$ cat src/rtl/sum_result_bcd_pkg.sv
// Shared types and constants for the summation result BCD converter.
// Segment constants are consumed only when SUM_BCD_SEG_EN is defined.
package sum_pkg;

  typedef enum logic [1:0] {
    IDLE  = 2'd0,
    SHIFT = 2'd1,
    DONE  = 2'd2
  } state_e;

  localparam logic [3:0] BCD_ERR = 4'hF;

  // Active-low 7-segment patterns, bit order gfedcba
  localparam logic [6:0] SEG_0     = 7'h40;
  localparam logic [6:0] SEG_1     = 7'h79;
  localparam logic [6:0] SEG_2     = 7'h24;
  localparam logic [6:0] SEG_3     = 7'h30;
  localparam logic [6:0] SEG_4     = 7'h19;
  localparam logic [6:0] SEG_5     = 7'h12;
  localparam logic [6:0] SEG_6     = 7'h02;
  localparam logic [6:0] SEG_7     = 7'h78;
  localparam logic [6:0] SEG_8     = 7'h00;
  localparam logic [6:0] SEG_9     = 7'h10;
  localparam logic [6:0] SEG_DASH  = 7'h3F;
  localparam logic [6:0] SEG_BLANK = 7'h7F;

endpackage

$ cat src/rtl/sum_result_bcd_if.sv
// Bus between the summation datapath, the BCD converter and its consumer.
// The seg field exists only when SUM_BCD_SEG_EN is defined.
interface sum_result_bcd_if #(
  parameter int WIDTH  = 8,
  parameter int DIGITS = 3
);
  logic                  ready;
  logic [WIDTH-1:0]      total;
  logic                  overflow;
  logic [4*DIGITS-1:0]   bcd;
  logic                  bcd_valid;
  logic                  busy;
  logic                  err;
`ifdef SUM_BCD_SEG_EN
  logic [7*DIGITS-1:0]   seg;

  modport master (output ready, total, overflow,
                  input  bcd, bcd_valid, busy, err, seg);
  modport slave  (input  ready, total, overflow,
                  output bcd, bcd_valid, busy, err, seg);
`else
  modport master (output ready, total, overflow,
                  input  bcd, bcd_valid, busy, err);
  modport slave  (input  ready, total, overflow,
                  output bcd, bcd_valid, busy, err);
`endif
endinterface

$ cat src/rtl/sum_result_bcd_seg.sv
// 4-bit BCD digit to active-low 7-segment (gfedcba) decoder.
// Instantiated by the top only when SUM_BCD_SEG_EN is defined.
module bcd_seg_decode
  import sum_pkg::*;
(
  input  logic [3:0] digit,
  output logic [6:0] seg
);
  always_comb begin
    seg = SEG_BLANK;
    case (digit)
      4'd0:    seg = SEG_0;
      4'd1:    seg = SEG_1;
      4'd2:    seg = SEG_2;
      4'd3:    seg = SEG_3;
      4'd4:    seg = SEG_4;
      4'd5:    seg = SEG_5;
      4'd6:    seg = SEG_6;
      4'd7:    seg = SEG_7;
      4'd8:    seg = SEG_8;
      4'd9:    seg = SEG_9;
      BCD_ERR: seg = SEG_DASH;
      default: seg = SEG_BLANK;
    endcase
  end
endmodule

$ cat src/rtl/sum_result_bcd.sv
// Captures total/overflow on the rising edge of ready and converts it to BCD
// with a sequential double-dabble engine. SUM_BCD_SEG_EN adds a registered seg output.
module sum_result_bcd
  import sum_pkg::*;
#(
  parameter int WIDTH  = 8,
  parameter int DIGITS = 3
)(
  input  logic             clk,
  input  logic             rst,
  sum_result_bcd_if.slave  bus
);
  localparam int SW = 4*DIGITS + WIDTH;
  localparam int CW = $clog2(WIDTH+1);
  localparam logic [CW-1:0] LAST = CW'(WIDTH-1);

  localparam logic [1:0] S_IDLE  = IDLE;
  localparam logic [1:0] S_SHIFT = SHIFT;
  localparam logic [1:0] S_DONE  = DONE;

  logic [1:0]              state;
  logic                    ready_q;
  logic [SW-1:0]           scratch;
  logic                    ovf_cap;
  logic [CW-1:0]           cnt;
  logic [4*DIGITS-1:0]     bcd_r;
  logic                    valid_r;
  logic                    busy_r;
  logic                    err_r;

  logic                    start;
  logic [DIGITS-1:0][3:0]  dig;
  logic [DIGITS-1:0][3:0]  dig_adj;
  logic [SW-1:0]           adj_scr;
  logic [4*DIGITS-1:0]     bcd_nxt;

  assign start = bus.ready & ~ready_q;

  // Add-3 correction on every digit before each shift
  assign dig = scratch[SW-1:WIDTH];
  for (genvar g = 0; g < DIGITS; g++) begin : g_adj
    assign dig_adj[g] = (dig[g] >= 4'd5) ? dig[g] + 4'd3 : dig[g];
  end
  assign adj_scr = {dig_adj, scratch[WIDTH-1:0]};

  // An overflowed result is reported as an all-F error code
  assign bcd_nxt = ovf_cap ? {DIGITS{BCD_ERR}} : scratch[SW-1:WIDTH];

  always_ff @(posedge clk or posedge rst) begin
    if (rst) begin
      state   <= S_IDLE;
      ready_q <= 1'b0;
      scratch <= '0;
      ovf_cap <= 1'b0;
      cnt     <= '0;
      bcd_r   <= '0;
      valid_r <= 1'b0;
      busy_r  <= 1'b0;
      err_r   <= 1'b0;
    end else begin
      ready_q <= bus.ready;
      case (state)
        S_IDLE: begin
          if (start) begin
            scratch <= {{(4*DIGITS){1'b0}}, bus.total};
            ovf_cap <= bus.overflow;
            cnt     <= '0;
            busy_r  <= 1'b1;
            valid_r <= 1'b0;
            state   <= S_SHIFT;
          end
        end
        S_SHIFT: begin
          scratch <= {adj_scr[SW-2:0], 1'b0};
          cnt     <= cnt + 1'b1;
          if (cnt == LAST) state <= S_DONE;
        end
        S_DONE: begin
          bcd_r   <= bcd_nxt;
          err_r   <= ovf_cap;
          valid_r <= 1'b1;
          busy_r  <= 1'b0;
          state   <= S_IDLE;
        end
        default: state <= S_IDLE;
      endcase
    end
  end

  assign bus.bcd       = bcd_r;
  assign bus.bcd_valid = valid_r;
  assign bus.busy      = busy_r;
  assign bus.err       = err_r;

`ifdef SUM_BCD_SEG_EN
  logic [DIGITS-1:0][6:0] seg_nxt;
  logic [DIGITS-1:0][6:0] seg_r;

  for (genvar g = 0; g < DIGITS; g++) begin : g_seg
    bcd_seg_decode u_dec (
      .digit (bcd_nxt[4*g +: 4]),
      .seg   (seg_nxt[g])
    );
  end

  // Loaded on the same edge as bcd so both stay aligned with bcd_valid
  always_ff @(posedge clk or posedge rst) begin
    if (rst)                  seg_r <= '1;
    else if (state == S_DONE) seg_r <= seg_nxt;
  end

  assign bus.seg = seg_r;
`endif

endmodule

$ cat src/flat_wrapper.sv
// flat-port wrapper written by rule: the top's interface ports become plain ports
module sum_result_bcd_flat import sum_pkg::*;
#(
  parameter int WIDTH  = 8,
  parameter int DIGITS = 3
)
  (clk, rst, bus_ready, bus_total, bus_overflow, bus_bcd, bus_bcd_valid, bus_busy, bus_err);
  sum_result_bcd_if #(.WIDTH(WIDTH), .DIGITS(DIGITS)) bus_i ();
  input  logic clk;
  input  logic rst;
  input wire logic [$bits(bus_i.ready)-1:0] bus_ready;
  input wire logic [$bits(bus_i.total)-1:0] bus_total;
  input wire logic [$bits(bus_i.overflow)-1:0] bus_overflow;
  output wire logic [$bits(bus_i.bcd)-1:0] bus_bcd;
  output wire logic [$bits(bus_i.bcd_valid)-1:0] bus_bcd_valid;
  output wire logic [$bits(bus_i.busy)-1:0] bus_busy;
  output wire logic [$bits(bus_i.err)-1:0] bus_err;
  assign bus_i.ready = bus_ready;
  assign bus_i.total = bus_total;
  assign bus_i.overflow = bus_overflow;
  assign bus_bcd = bus_i.bcd;
  assign bus_bcd_valid = bus_i.bcd_valid;
  assign bus_busy = bus_i.busy;
  assign bus_err = bus_i.err;
  sum_result_bcd #(.WIDTH(WIDTH), .DIGITS(DIGITS)) u_core (.clk(clk), .rst(rst), .bus(bus_i));
endmodule
$ cat config.mk
export PLATFORM = sky130hd
export DESIGN_NAME = sum_result_bcd_flat
export DESIGN_NICKNAME = d
export VERILOG_FILES = /design/src/rtl/sum_result_bcd_pkg.sv /design/src/rtl/sum_result_bcd_if.sv /design/src/rtl/sum_result_bcd_seg.sv /design/src/rtl/sum_result_bcd.sv /design/src/flat_wrapper.sv
export SDC_FILE = /design/constraint.sdc
export NUM_CORES = 1
export LEC_CHECK = 0
export ABC_CLOCK_PERIOD_IN_PS = 3400
export CAP_MARGIN = 20
export CORE_UTILIZATION = 55
export CTS_BUF_LIST = sky130_fd_sc_hd__clkbuf_16
export DETAILED_ROUTE_END_ITERATION = 8
export PLACE_DENSITY_LB_ADDON = 0.15
export SYNTH_ARGS = -nofsm -noshare
export SYNTH_HDL_FRONTEND = slang
export SYNTH_SLANG_ARGS = --single-unit
$ cat constraint.sdc
create_clock -name clk -period 3.4 [get_ports clk]
set_input_delay 0.68 -clock clk [delete_from_list [all_inputs] [get_ports clk]]
set_output_delay 0.68 -clock clk [all_outputs]
set_load 0.02 [all_outputs]
Yosys cells after proc, flatten, opt, wreduce, memory -nomap -nowiden:

Cells that the tools add are included.

* flip-flop bits (word level): 43
* input port bits: 12
* output and inout bits: 15
* logic and storage cells: 45

* $add $sub $neg: 4
* $lt $le $gt $ge: 3
* equality and inequality tests: 5
* multiplexer cells: 15
* bitwise gates (word level): 2
* reduce and logical (&&, ||, !) cells: 7

Operator list (count)
* $pmux W20 S2: 1
* $mux W20: 1
* $ge A4 B3 Y1 const B: 3
* $mux W12: 1
* $mux W4: 3
* $add A4 B2 Y4 const B: 2
* $pmux W4 S2: 1
* $reduce_and A2 Y1: 4
* $add A4 B1 Y4 const B: 1
* $eq A4 B3 Y1 const B: 1
* $mux W2: 2
* $ne A2 B1 Y1 const B: 2
* $pmux W1 S2: 2
* $pmux W2 S2: 1
* $reduce_bool A2 Y1: 2
* $add A3 B2 Y3 const B: 1
* $mux W3: 1
* $eq A2 B1 Y1 const B: 1
* $eq A2 B2 Y1 const B: 1
* $logic_not A2 Y1: 1
* $mux W1: 2
* $and A1 B1 Y1: 1
* $not A1 Y1: 1

Depth between registers and ports, before layout:

* word-level depth: 4
* gate-level depth with buffers: 6
* mapped depth without buffers: 6

Least setup slack after synthesis:

OpenSTA, ideal clock, no wires.

* kind: in2reg
* from: input port bus_ready
* to: register u_core.scratch[19]
* arrival: 1363 ps
* setup slack: 1915 ps
* stages on the path: 5
* path buffers: 1
* cell sequence: nand2b_4 -> a21oi_1 -> buf_4 -> o31ai_1 -> a32o_1

* cells in the longest elaborated chain, start to end: 3

RTL lines
* start, declared: RTL line flat_wrapper.sv:11 `input wire logic [$bits(bus_i.ready)-1:0] bus_ready;`
* $and A1 B1 Y1: RTL line sum_result_bcd.sv:37 `assign start = bus.ready & ~ready_q;`
* $ne A2 B1 Y1 (no source line)
* $reduce_and A2 Y1 (no source line)
* end signal, assigned: RTL line sum_result_bcd.sv:65 `scratch <= {{(4*DIGITS){1'b0}}, bus.total};`
* end signal, assigned: RTL line sum_result_bcd.sv:74 `scratch <= {adj_scr[SW-2:0], 1'b0};`
* end, declared: RTL line sum_result_bcd.sv:23 `logic [SW-1:0] scratch;`

Every way passes these cells.
A chain may end at the register's enable or synchronous reset.

Worst setup path in the final report:

* from: input port bus_ready
* to: register u_core.scratch[5]

The elaborated chain is that of the path after synthesis.

==> run metrics <==
Seq/Total Area, Yosys=0.565; final setup vio count=0; CTS root buffer=clkbuf_16; post-DP HPWL=roughly 2.6 mm; post-route insts no fill=around 260; Final Cycle Share=0.567; Relative slew margins=0.491; Critical R2R Launch=u_core.state[0]; reg2reg end=u_core.bus.err; syn_area_per_cell=approximately 10 sq um; fin area=between 0.002 and 0.0025 sq mm; CP Buf/Inv Count=2; die span in x=between 60 and 70 microns; commonest cells after routing, fill and taps aside=43 x dfrtp_1, 30 x nand2_1, 26 x clkdlybuf4s50_1, 21 x nor2_1, 20 x o21ai_0; CP Data Required Time=~3.6 ns; Mapped Cells=between 150 and 200; slowest stage delay, CP=0.55 ns; vias in the first global route=~1400; Critical Path Fanout Max=7; CP Depth=5; Max VDD drop=~0.52 mV; Netlist Area Pre-Place=between 0.0015 and 0.002 sq mm; status=completed; critical path class=in2reg; dpl cells=255; FF+latch count, synth=between 40 and 50; Hold Violations, Final=0; placer congestion estimate=approximately 0.76; minimum clock period=~1.9 ns; Clock Latency Late Sink=about 0.28 ns; Reg2Reg Setup Slack=1.83 ns; synth unique cells=27; Port Buf Inserts=26; syn nets=210; LEAKAGE=1.08 nW; initial antenna violation count=0; I/O pin count=27; Register-to-Register Path Depth=3; Total GRT Usage=0.237; worst-case clock buffer depth=2; Rows=20; Placed Area=roughly 0.0022 sq mm; worst path cell trace=clkdlybuf4s50_1 > nand2b_4 > nor3_1 > a222oi_1 > inv_1; Finished Core Util=0.733; CTS tree=yes; Wirelength per Cell=~14 microns; Worst Setup Start Kind=input pin; Worst Path Arrival=2.15 ns; Register Area=roughly 0.0011 sq mm; Reg clk slew, reported paths=about 0.06 ns; launch point of the worst hold path=u_core.bus.bcd[2]; Routed Antenna Nets=0; commonest non-fill, non-tap cell in the layout=dfrtp_1; Worst Tran Pin Value=~0.76 ns; vias per cell=5.62; hold path endpoint=u_core.bus.bcd[2]; Synth area leader=dfrtp_1; worst hold path type=reg2reg; first-pass GRT wire length=between 6 and 7 mm; Slew Limit Fails=0; cts hold-fix bufs=0; die area=about 0.0037 sq mm; Worst Setup SP=bus_ready; diode count=0; via count=approximately 1500; # resized after CTS=0; multi-input logic area=between 700 and 800 sq um; # H-tree levels=2; Max-Cap Viols=0; Crit. End Element=register; 1st-pass router iterations=5; Fill cells=between 200 and 250; 1st-iter DRT viols=65; detailed-route DRC error count=0; postcts setup bufs=0; area delta synth->final=22.5%; Synth top area share=0.565; Nets=about 240; CP top delay family=simple AND/OR/NAND/NOR gates; total gr overflow=0; Cell Pwr Density=just over 1000 mW/mm^2; Routed WL=approximately 3.8 mm; RSZ-0062 raised after global routing=no; hold path depth=2; TritonCTS Sinks=43; CP max stage cell=nor3_1; setup TNS=0 ns; Starting Density=0.599; f_max=0.518 GHz; top area cells in the synthesized netlist=dfrtp_1 57%, nand2_1 5.9%, o21ai_0 5.3%; TritonCTS buffer count=5; skew final=between 0.004 and 0.005 ns; fraction of layout cells with a size suffix above 1=0.0502; Yosys warning count=0; die height=a little over 60 microns; largest net degree at the start of global routing=44; core area=around 0.0032 sq mm
## worst reg2reg max path, stage by stage, from the launching register on
cell	delay, ns
dfrtp_1	0.40
inv_1	0.08
nand2_1	0.57
mux2_2	0.41
## cell usage after synthesis
cell type,count
a21o_1,1
dfrtp_1,43
ha_1,7
nor2b_1,1
nor3b_1,2
a22o_1,1
nor2_1,21
a32o_1,3
nor3_1,2
nand2b_1,4
o31ai_1,4
inv_1,11
o21ai_0,20
o311ai_1,3
o22ai_1,9
mux2_2,1
nand3_1,4
buf_2,5
clkbuf_1,2
nand2b_4,1
a222oi_1,3
nand4_1,1
xnor2_1,3
or3_1,1
a21oi_1,6
buf_4,2
nand2_1,30
## cells by family after synthesis
group | Yosys count | share of synthesized area
compound gates | 50 | 0.168
xor+xnor | 3 | 0.0138
fa+ha+maj | 7 | 0.0460
buf+inv | 20 | 0.0467
flops | 43 | 0.565
mux | 1 | 0.00592
simple gates | 67 | 0.155
## per-stage QoR
stage	power [mW]	hold WS [ns]	setup WS (ns)
finish	2.36	0.477	1.47
CTS	2.36	0.481	1.47
detailed placement	1.91	0.469	1.21
global placement	1.84	0.458	1.25
global route	2.53	0.503	1.38
floorplan	1.56	0.442	1.72
## worst max-delay path by stage
stage,to,slack (ns)
2_1_floorplan,u_core.bus.bcd[0],1.72
3_3_place_gp,u_core.scratch[5],1.25
3_5_place_dp,u_core.scratch[5],1.21
4_1_cts,bus_bcd[8],1.47
5_1_grt,u_core.scratch[5],1.38
6_report,u_core.scratch[5],1.47
## state kept, by name (all words and copies together) (netlist names)
register,cells
u_core.bus.bcd,12
u_core.state,2
u_core.bus.busy,1
u_core.cnt,4
u_core.scratch,20
u_core.bus.bcd_valid,1
u_core.bus.err,1
u_core.ready_q,1
u_core.ovf_cap,1
## power breakdown
group	total (mW)	internal [mW]	switching [mW]
combinational	0.989	0.441	0.547
clock	0.447	0.265	0.182
sequential	0.920	0.739	0.181
## final cells by class
class                      instances  area share
multi-input combinational        128       0.317
clock inverter                     3     0.00537
sequential                        43       0.462
timing repair buffer              29       0.121
tap                               44      0.0236
inverter                          11      0.0177
clock buffer                       5      0.0537
## routing by layer
layer	vias to the layer above	share of wire	global-route usage
met1	712	0.45	0.288
met2	45	0.50	0.403
met5	-	0	0
met4	0	0.013	0.101
li1	714	-	-
met3	6	0.037	0.0576
No activity file was read; power rests on OpenSTA's default activity.
